**config.mk**
```make
export PLATFORM = sky130hd
export DESIGN_NAME = bram_arbiter
export DESIGN_NICKNAME = d
export VERILOG_FILES = /design/src/rtl/bram_arbiter.sv
export SDC_FILE = /design/constraint.sdc
export NUM_CORES = 1
export LEC_CHECK = 0
export ABC_CLOCK_PERIOD_IN_PS = 2300
export BUFFER_PORTS_ARGS = -buffer_cell sky130_fd_sc_hd__buf_2
export CAP_MARGIN = 10
export CORE_MARGIN = 2
export CORE_UTILIZATION = 35
export CTS_CLUSTER_SIZE = 25
export DETAILED_ROUTE_END_ITERATION = 16
export GPL_ROUTABILITY_DRIVEN = 1
export SYNTH_ARGS = -nofsm -noshare
export SYNTH_HDL_FRONTEND = slang
export SYNTH_SLANG_ARGS = --single-unit
```
**constraint.sdc**
```tcl
create_clock -name clk -period 2.3 [get_ports clk]
set_input_delay 0.23 -clock clk [delete_from_list [all_inputs] [get_ports clk]]
set_output_delay 0.23 -clock clk [all_outputs]
set_load 0.01 [all_outputs]
```
**src/rtl/bram_arbiter.sv**
```systemverilog
// Two-requester arbiter in front of a single-port BRAM with a one-cycle read latency.
// Define RR_ARB_EN for round-robin tie-breaking; otherwise requester 0 has fixed priority.
module bram_arbiter #(
  parameter int ADDR_W = 8,
  parameter int DATA_W = 8
) (
  input  logic              clk,
  input  logic              rst,
  input  logic              req0,
  input  logic              req1,
  input  logic              we0,
  input  logic              we1,
  input  logic [ADDR_W-1:0] addr0,
  input  logic [ADDR_W-1:0] addr1,
  input  logic [DATA_W-1:0] wdata0,
  input  logic [DATA_W-1:0] wdata1,
  output logic              ack0,
  output logic              ack1,
  output logic [DATA_W-1:0] rdata0,
  output logic [DATA_W-1:0] rdata1,
  output logic [ADDR_W-1:0] mem_addrs,
  output logic [DATA_W-1:0] mem_data,
  output logic              mem_WE,
  output logic              mem_RE,
  input  logic [DATA_W-1:0] mem_q,
  output logic              busy,
  output logic [1:0]        dbg_state
);

  // Handshake: a requester raises req with we/addr/wdata and holds them until
  // it sees its one-cycle ack; a req still high after the ack is a new request.
  typedef enum logic [1:0] {
    IDLE  = 2'd0,
    ISSUE = 2'd1,
    RWAIT = 2'd2,
    ACK   = 2'd3
  } state_t;

  state_t              state;
  logic                sel;
  logic                lat_we;
  logic                grant1;
  logic                win_we;
  logic [ADDR_W-1:0]   win_addr;
  logic [DATA_W-1:0]   win_data;

`ifdef RR_ARB_EN
  logic last;

  // On a tie, requester 1 wins only if requester 0 was granted last.
  assign grant1 = req1 & (~req0 | ~last);

  always_ff @(posedge clk or posedge rst) begin
    if (rst) begin
      last <= 1'b1;
    end else if (state == IDLE && (req0 || req1)) begin
      last <= grant1;
    end
  end
`else
  assign grant1 = req1 & ~req0;
`endif

  always_comb begin
    win_we   = we0;
    win_addr = addr0;
    win_data = wdata0;
    if (grant1) begin
      win_we   = we1;
      win_addr = addr1;
      win_data = wdata1;
    end
  end

  always_ff @(posedge clk or posedge rst) begin
    if (rst) begin
      state     <= IDLE;
      sel       <= 1'b0;
      lat_we    <= 1'b0;
      ack0      <= 1'b0;
      ack1      <= 1'b0;
      rdata0    <= '0;
      rdata1    <= '0;
      mem_addrs <= '0;
      mem_data  <= '0;
      mem_WE    <= 1'b0;
      mem_RE    <= 1'b0;
      busy      <= 1'b0;
    end else begin
      case (state)
        IDLE: begin
          if (req0 || req1) begin
            sel       <= grant1;
            lat_we    <= win_we;
            mem_addrs <= win_addr;
            mem_data  <= win_data;
            mem_WE    <= win_we;
            mem_RE    <= ~win_we;
            busy      <= 1'b1;
            state     <= ISSUE;
          end
        end
        ISSUE: begin
          mem_WE <= 1'b0;
          mem_RE <= 1'b0;
          if (lat_we) begin
            ack0  <= ~sel;
            ack1  <= sel;
            state <= ACK;
          end else begin
            state <= RWAIT;
          end
        end
        RWAIT: begin
          // mem_q is valid now, one cycle after the edge that sampled mem_RE.
          if (sel) rdata1 <= mem_q;
          else     rdata0 <= mem_q;
          ack0  <= ~sel;
          ack1  <= sel;
          state <= ACK;
        end
        ACK: begin
          ack0  <= 1'b0;
          ack1  <= 1'b0;
          busy  <= 1'b0;
          state <= IDLE;
        end
        default: state <= IDLE;
      endcase
    end
  end

  assign dbg_state = state;

endmodule

```
# Word level (Yosys, flattened, before mapping)
# Cells that the tools add are included.
# word_totals
regBits	41
in_bits	46
output_inout_bits	39
word_cells	48
# classes
n_eq_ne	5
n_mux	16
n_bitwise	4
n_reduce_logical	11
# op_table
cell	n
two-way mux 8 bit	2
AND reduction 2 bit	6
one-hot mux 2 bit (4 select lines)	1
two-way mux 1 bit	7
one-hot mux 1 bit (2 select lines)	3
one-hot mux 1 bit (3 select lines)	2
equality test 2 bit (second input constant)	2
!= test 2 bit (second input constant)	2
nonzero test 2 bit	2
NOT 1 bit	3
nonzero test 3 bit	1
equality test 2 x 1 -> 1 bit (second input constant)	1
zero test 2 bit	1
two-way mux 2 bit	1
AND 1 bit	1
logical OR 1 bit	1

# Longest topological paths before layout
# Gate-level depths: netlist of the first run.
# depth
depth_word	6
depth_mapped	7
ltp_nobuf	5

# Least setup slack after synthesis of the first run
# OpenSTA, ideal clock, no wires.
# synth_timing
path_type	register -> register
start	register state[0], in the netlist dbg_state[0]
end	register mem_RE
setup_time_ns	0.122
arrival_time_ns	1.561
t_required_ns	2.178
setup_slack_ns	0.618
stages_incl_launch_ff	7
path_buffers	2
period_less_slack_ns	1.682
path_cell_list	dfrtp_1 > inv_1 > ha_1 > buf_4 > or3b_1 > clkbuf_2 > a32o_1
# synth_via
elab_chain_len	3
elab_cells_between_ends	6
classes_between	2 x eq/ne; 1 x mux; 3 x reduce/logical
# synth_rtl
element	line_no	rtl
from (decl)	39	state_t state;
from (signal assigned)	77	state <= IDLE;
from (signal assigned)	100	state <= ISSUE;
from (signal assigned)	109	state <= ACK;
equality test 2 x 1 -> 1 bit / zero test 2 bit (equally long branches)	90	case (state)
nonzero test 2 bit (no line) / != test 2 bit (equally long branches)	--	
AND reduction 2 bit (no line)	--	
to (signal assigned)	98	mem_RE <= ~win_we;
to (decl)	24	output logic mem_RE,
# Several ways; a longest one is shown, not always the timed one.
# A chain may end at the register's enable or synchronous reset.

# Final worst setup path of the first run
# Same ends and word-level chain as after synthesis.

==> results.cfg, run 1 <==
[route]
route.detailed.drc = 0
met1Wirelength_um = 1780
routed-wl-met2_um = 1550
drt-total-wl_um = 3680
met3WireLength_um = 299
viasPerCell = 4.45
top_layer_used = met4
drt_pre_antenna_iters = 4
vias = 1374
wl_per_cell_um = 11.9
final_antenna_net_count = 0
dr.first_iter.drc_count = 38

[timing]
tightest_slew_ps = 514
rsz0062_at_grt = no
fin_skew_ps = 2.75
slew_headroom_pct = 65.7
whs_ps = 53.9
timing.final.crit_share_pct = 79.5
fin_setup_tns_ps = 0
setup_violations = 0
clock.fmax_mhz = 547
final_max_slew_viol_count = 0
hold_violations = 0
finalCriticalPeriod_ps = 1830

[critical_path]
crit_cells = 4
crit_family = simple AND/OR/NAND/NOR gates
crit_path_cell_trace = inv_1 -> ha_1 -> or3b_1 -> a32o_1
crit_fanout = 8
crit_type = reg -> reg
worst_r2r_endpoint = mem_RE
critPathLaunchType = flop
r2r_start = dbg_state[0]
worstSetupEndpointType = flop
slowest_delay_ps = 490
cp.buffers_inverters = 1
required_ps = 2470
arrival_ps = 2000
slowest_stage = or3b_1
reg2regPathDepth = 4
r2r_slack_ps = 470

[floorplan]
placementRows = 26
die_h_um = 76.2
fp.dieW_um = 76.2
die_area_sq_um = 5810
num_io_pins = 85
initial_utilization_pct = 36.0
design.core.area_sq_um = 5070

[synthesis]
synth_common_cells = 41 x dfrtp_1, 20 x o21ai_0, 19 x nand2_1
synth-edff-count = 0
synth.area.top_cells = dfrtp_1 56%, mux2_2 11%, mux2i_1 9.3%
ys.flop_type = dfrtp_1
async_flop_share_pct = 100
ys_types = 23
yosysWarningCount = 0
yosysMostFrequentCell = dfrtp_1
yosysTopAreaCell = dfrtp_1
ys_seq_elements = 41
avgSynthCellArea_sq_um = 12.0
seq_area_frac_synth_pct = 56.2
postSynthCellCount = 152
netlist_area_sq_um = 1830
netlist.area_leader.share_pct = 56.2
syn_nets = 204

[clock_network]
cts_resized = 0
clock_latency_ps = 280
post_cts_buffers = 0
cts.clk_slew.worst_paths_ps = 70
tritoncts = built
clockBufferDepth = 2
cts_root_buf = clkbuf_8
numCtsBuffers = 5
hold_buffers = 0
cts_sinks = 41
cts-htree-levels = 2

[cells_and_area]
nFillCells = 482
nets = 290
drive_gt1_share_pct = 47.7
syn2layout_area_growth_pct = 31.9
insertedDiodeCount = 0

[place]
place.gp.congestion = 0.724
dpl.hpwl_um = 2720
io_buffers = 84

[global_routing]
antenna_found_initial = 0
grt_start_max_net_pins = 42
gr-usage-all-layers_pct = 13.5
grt_pass1_wl_um = 6220
grt_pass1_vias = 1343
overflow = 0

[power_and_ir_drop]
peakVddDrop_uv = 434
leakagePower_nw = 1.29
p_per_area_nw_per_um2 = 1300

[run]
maxCapViolations = 0

[status]
outcome = finished clean

[worst_hold_path]
hold_class = in -> async
-- worst max-delay path by stage --
stage	end	from	slack, ps
after floorplan	mem_RE	dbg_state[0]	620
after global placement	mem_RE	dbg_state[0]	570
after detailed placement	mem_RE	dbg_state[0]	480
after CTS	mem_RE	dbg_state[0]	480
after global routing	mem_RE	dbg_state[0]	400
final	mem_RE	dbg_state[0]	470
-- layer usage --
| metal | vias to the layer above | GRT usage (%) |
|---|---|---|
| met5 | - | 0 |
| met2 | 82 | 20.0 |
| met4 | 0 | 6.00 |
| li1 | 693 | - |
| met1 | 594 | 18.4 |
| met3 | 5 | 3.79 |
-- final cells by class --
| type | instances | area [sq um] | share of cell area, % |
|---|---|---|---|
| inverters | 5 | 18.8 | 0.779 |
| flip-flops and latches | 41 | 1030 | 42.6 |
| clock buffers | 7 | 96.3 | 4.00 |
| clock inverters | 1 | 5.00 | 0.208 |
| multi-input cells | 98 | 733 | 30.4 |
| well taps | 70 | 87.6 | 3.63 |
| repair buffers | 87 | 443 | 18.4 |
-- worst min-delay path, cell delays in order --
cell	delay, ps
buf_2	100
clkinv_1	30
buf_4	420
-- where the power goes --
part | internal [mW] | total (mW) | switching, mW | leakage, nW
clock network | 0.271 | 0.496 | 0.225 | 0.0542
registers | 1.09 | 1.29 | 0.198 | 0.495
logic | 0.646 | 1.35 | 0.706 | 0.745
total | 2.00 | 3.13 | 1.13 | 1.29
-- stage by stage --
step	power [mW]	worst slack (ps)	cell area, sq um	instances	utilization (%)
6_report	3.13	471	2410	309	47.5
5_1_grt	3.40	401	2410	309	47.5
3_3_place_gp	2.64	572	2310	301	45.5
2_1_floorplan	2.14	618	1830	152	-
3_5_place_dp	2.67	481	2310	301	45.5
4_1_cts	3.18	478	2410	309	47.5
-- state kept, by name, indices dropped and copies added (netlist names) --
| signal | count |
|---|---|
| rdata1 | 8 |
| mem_WE | 1 |
| rdata0 | 8 |
| mem_RE | 1 |
| mem_addrs | 8 |
| sel | 1 |
| ack0 | 1 |
| lat_we | 1 |
| ack1 | 1 |
| dbg_state | 2 |
| mem_data | 8 |
| busy | 1 |
-- logic make-up after synthesis --
group	count (synthesis)	synth area share, %
compound gates	29	8.97
mux	35	20.4
simple gates	28	6.64
buf+inv	13	3.70
flops	41	56.2
fa+ha+maj	6	4.11
-- cells in the final DEF, fill, tap and decap left out --
| cell | count |
|---|---|
| nor2b_1 | 1 |
| inv_1 | 4 |
| a211oi_1 | 1 |
| dfrtp_1 | 41 |
| o21ai_2 | 1 |
| or3b_1 | 1 |
| nand2b_1 | 3 |
| mux2i_1 | 17 |
| nand3_1 | 1 |
| nand2_1 | 19 |
| mux2_2 | 18 |
| a22oi_1 | 2 |
| buf_2 | 84 |
| buf_4 | 3 |
| a32o_1 | 1 |
| clkinv_1 | 1 |
| nor2_1 | 3 |
| ha_1 | 6 |
| o31ai_1 | 1 |
| clkbuf_8 | 7 |
| o21ai_0 | 20 |
| a21oi_1 | 3 |
| clkinv_2 | 1 |
(Power assumes the default switching activity.)
==> inputs of run 2 (changes only) <==
ABC_AREA = 1   (was not set)
ABC_CLOCK_PERIOD_IN_PS = 1500   (was 2300)
clock period = 1.5 ns   (was 2.3 ns; I/O delays follow)
==> results.cfg, run 2 <==
[route]
drt-total-wl_um = 4320
vias = 1714
route.detailed.drc = 0
dr.first_iter.drc_count = 31
drt_pre_antenna_iters = 3
final_antenna_net_count = 0
viasPerCell = 4.41
wl_per_cell_um = 11.1

[clock_network]
cts_root_buf = clkbuf_8
cts_sinks = 41
tritoncts = built
cts-htree-levels = 2
numCtsBuffers = 5
cts.clk_slew.worst_paths_ps = 80
clock_latency_ps = 290
clockBufferDepth = 2

[cells_and_area]
layout_commonest_cell = buf_2
fin_area_sq_um = 2600
insertedDiodeCount = 0
instances_no_fill = 389
drive_gt1_share_pct = 34.7
final_cell_mix = 84 x buf_2, 78 x nand2_1, 41 x dfrtp_1
nets = 368
syn2layout_area_growth_pct = 33.6
final_util_pct = 47.8

[global_routing]
grt_pass1_wl_um = 7550
overflow = 0
gr-usage-all-layers_pct = 15.3
grt_pass1_vias = 1681
antenna_found_initial = 0
grt_start_max_net_pins = 35

[status]
outcome = finished clean

[power_and_ir_drop]
total_power_mw = 5.10
peakVddDrop_uv = 730
leakagePower_nw = 1.52
p_per_area_nw_per_um2 = 1960

[synthesis]
synth.area.top_cells = dfrtp_1 53%, nand2_1 15%, inv_1 7.1%
async_flop_share_pct = 100
yosysWarningCount = 0
ys_seq_elements = 41
syn_nets = 276
synth_common_cells = 80 x nand2_1, 41 x dfrtp_1, 37 x inv_1
netlist_area_sq_um = 1950
yosysTopAreaCell = dfrtp_1
ys_types = 18
avgSynthCellArea_sq_um = 8.69
yosysMostFrequentCell = nand2_1
seq_area_frac_synth_pct = 52.7
synth-edff-count = 0
netlist.area_leader.share_pct = 52.7
postSynthCellCount = 224
ys.flop_type = dfrtp_1

[worst_hold_path]
hold_class = in -> reg
holdPathStages = 3

[place]
place_ws_ps = 67.9
dpl.hpwl_um = 3210
dpl_cell_area_sq_um = 2460
place.gp.congestion = 0.753
io_buffers = 84
dp_cells = 379

[critical_path]
worstSetupEndpointType = flop
crit_type = reg -> reg
arrival_ps = 1590
reg2regPathDepth = 7
crit_path_cell_trace = inv_1 -> ha_1 -> inv_1 -> nor2_4 -> buf_4 -> o211ai_1 -> nand2_1
slowest_delay_ps = 380
crit_family = buffers and inverters
crit_fanout = 9
critPathLaunchType = flop
slowest_stage = dfrtp_1
cpMostUsedCell = inv_1
cp.buffers_inverters = 3
crit_cells = 7
required_ps = 1730

[timing]
final_max_slew_viol_count = 0
finalCriticalPeriod_ps = 1350
hold_violations = 0
whs_ps = 103
slew_headroom_pct = 59.8
setup_ws_ps = 146
tightest_slew_ps = 600
timing.final.crit_share_pct = 90.3
clock.fmax_mhz = 738
fin_skew_ps = 6.12
setup_violations = 0
fin_setup_tns_ps = 0

[floorplan]
die_h_um = 78.6
die_area_sq_um = 6170
initial_utilization_pct = 35.8
num_io_pins = 85
design.core.area_sq_um = 5440
fp.dieW_um = 78.6
placementRows = 27

[run]
maxCapViolations = 0
## run 2: cell count changes after synthesis, sizes merged, moves of 4 or more
cell,change
inv,+33
mux2,-18
mux2i,-17
nand2,+62
nand3,+4
o211ai,+16
o21ai,+4
## run 2: power breakdown
part	switching (mW)	internal [mW]	total (mW)
Sequential	0.288	1.66	1.94
Combinational	1.31	0.927	2.24
Clock	0.371	0.543	0.913
Total	1.97	3.13	5.10
## run 2: path summary, 6_finish.rpt
path / startpoint / to / slack [ps]
max in group asynchronous: rst / lat_we / 620
min in group asynchronous: rst / mem_addrs[1] / 390
max reg2reg: dbg_state[0] / mem_data[2] / 150
max: dbg_state[0] / mem_data[2] / 150
min reg2reg: mem_WE / mem_WE / 470
min: addr1[0] / mem_addrs[0] / 100
## run 2: what timing repair did
item                                    4_1_cts  5_1_grt
endpoints found under the setup margin        0       19
hold endpoints to repair                     14        0
hold buffers                                  1        0
resized for setup                             0        2
buffers inserted                              0        1
## run 2: routing by layer
layer	track usage, %	up-vias	wire length (um)
li1	-	881	-
met1	19.4	781	1960
met2	25.0	41	2080
met3	3.68	11	187
met4	6.14	0	97
met5	0	-	0
## run 2: cells by family (layout without fill, tap and decap cells)
family,count (synthesis),count (layout),share of synthesized area [%]
compound gates,42,42,14.1
buf+inv,46,139,11.2
fa+ha+maj,6,6,3.86
simple gates,89,89,18.1
flops,41,41,52.7
## run 2: worst min-delay path: stages
cell	delay, ps
buf_2	80
o211ai_1	80
nand2_1	60
## run 2: area by class of cell
cell class                      instances  area [sq um]
Timing Repair Buffer                   93           515
Multi-Input combinational cell        137           708
Sequential cell                        41          1030
Clock buffer                            7          86.3
Inverter                               38           145
Clock inverter                          1          30.0
Tap cell                               72          90.1
Fill cell                             542          2840
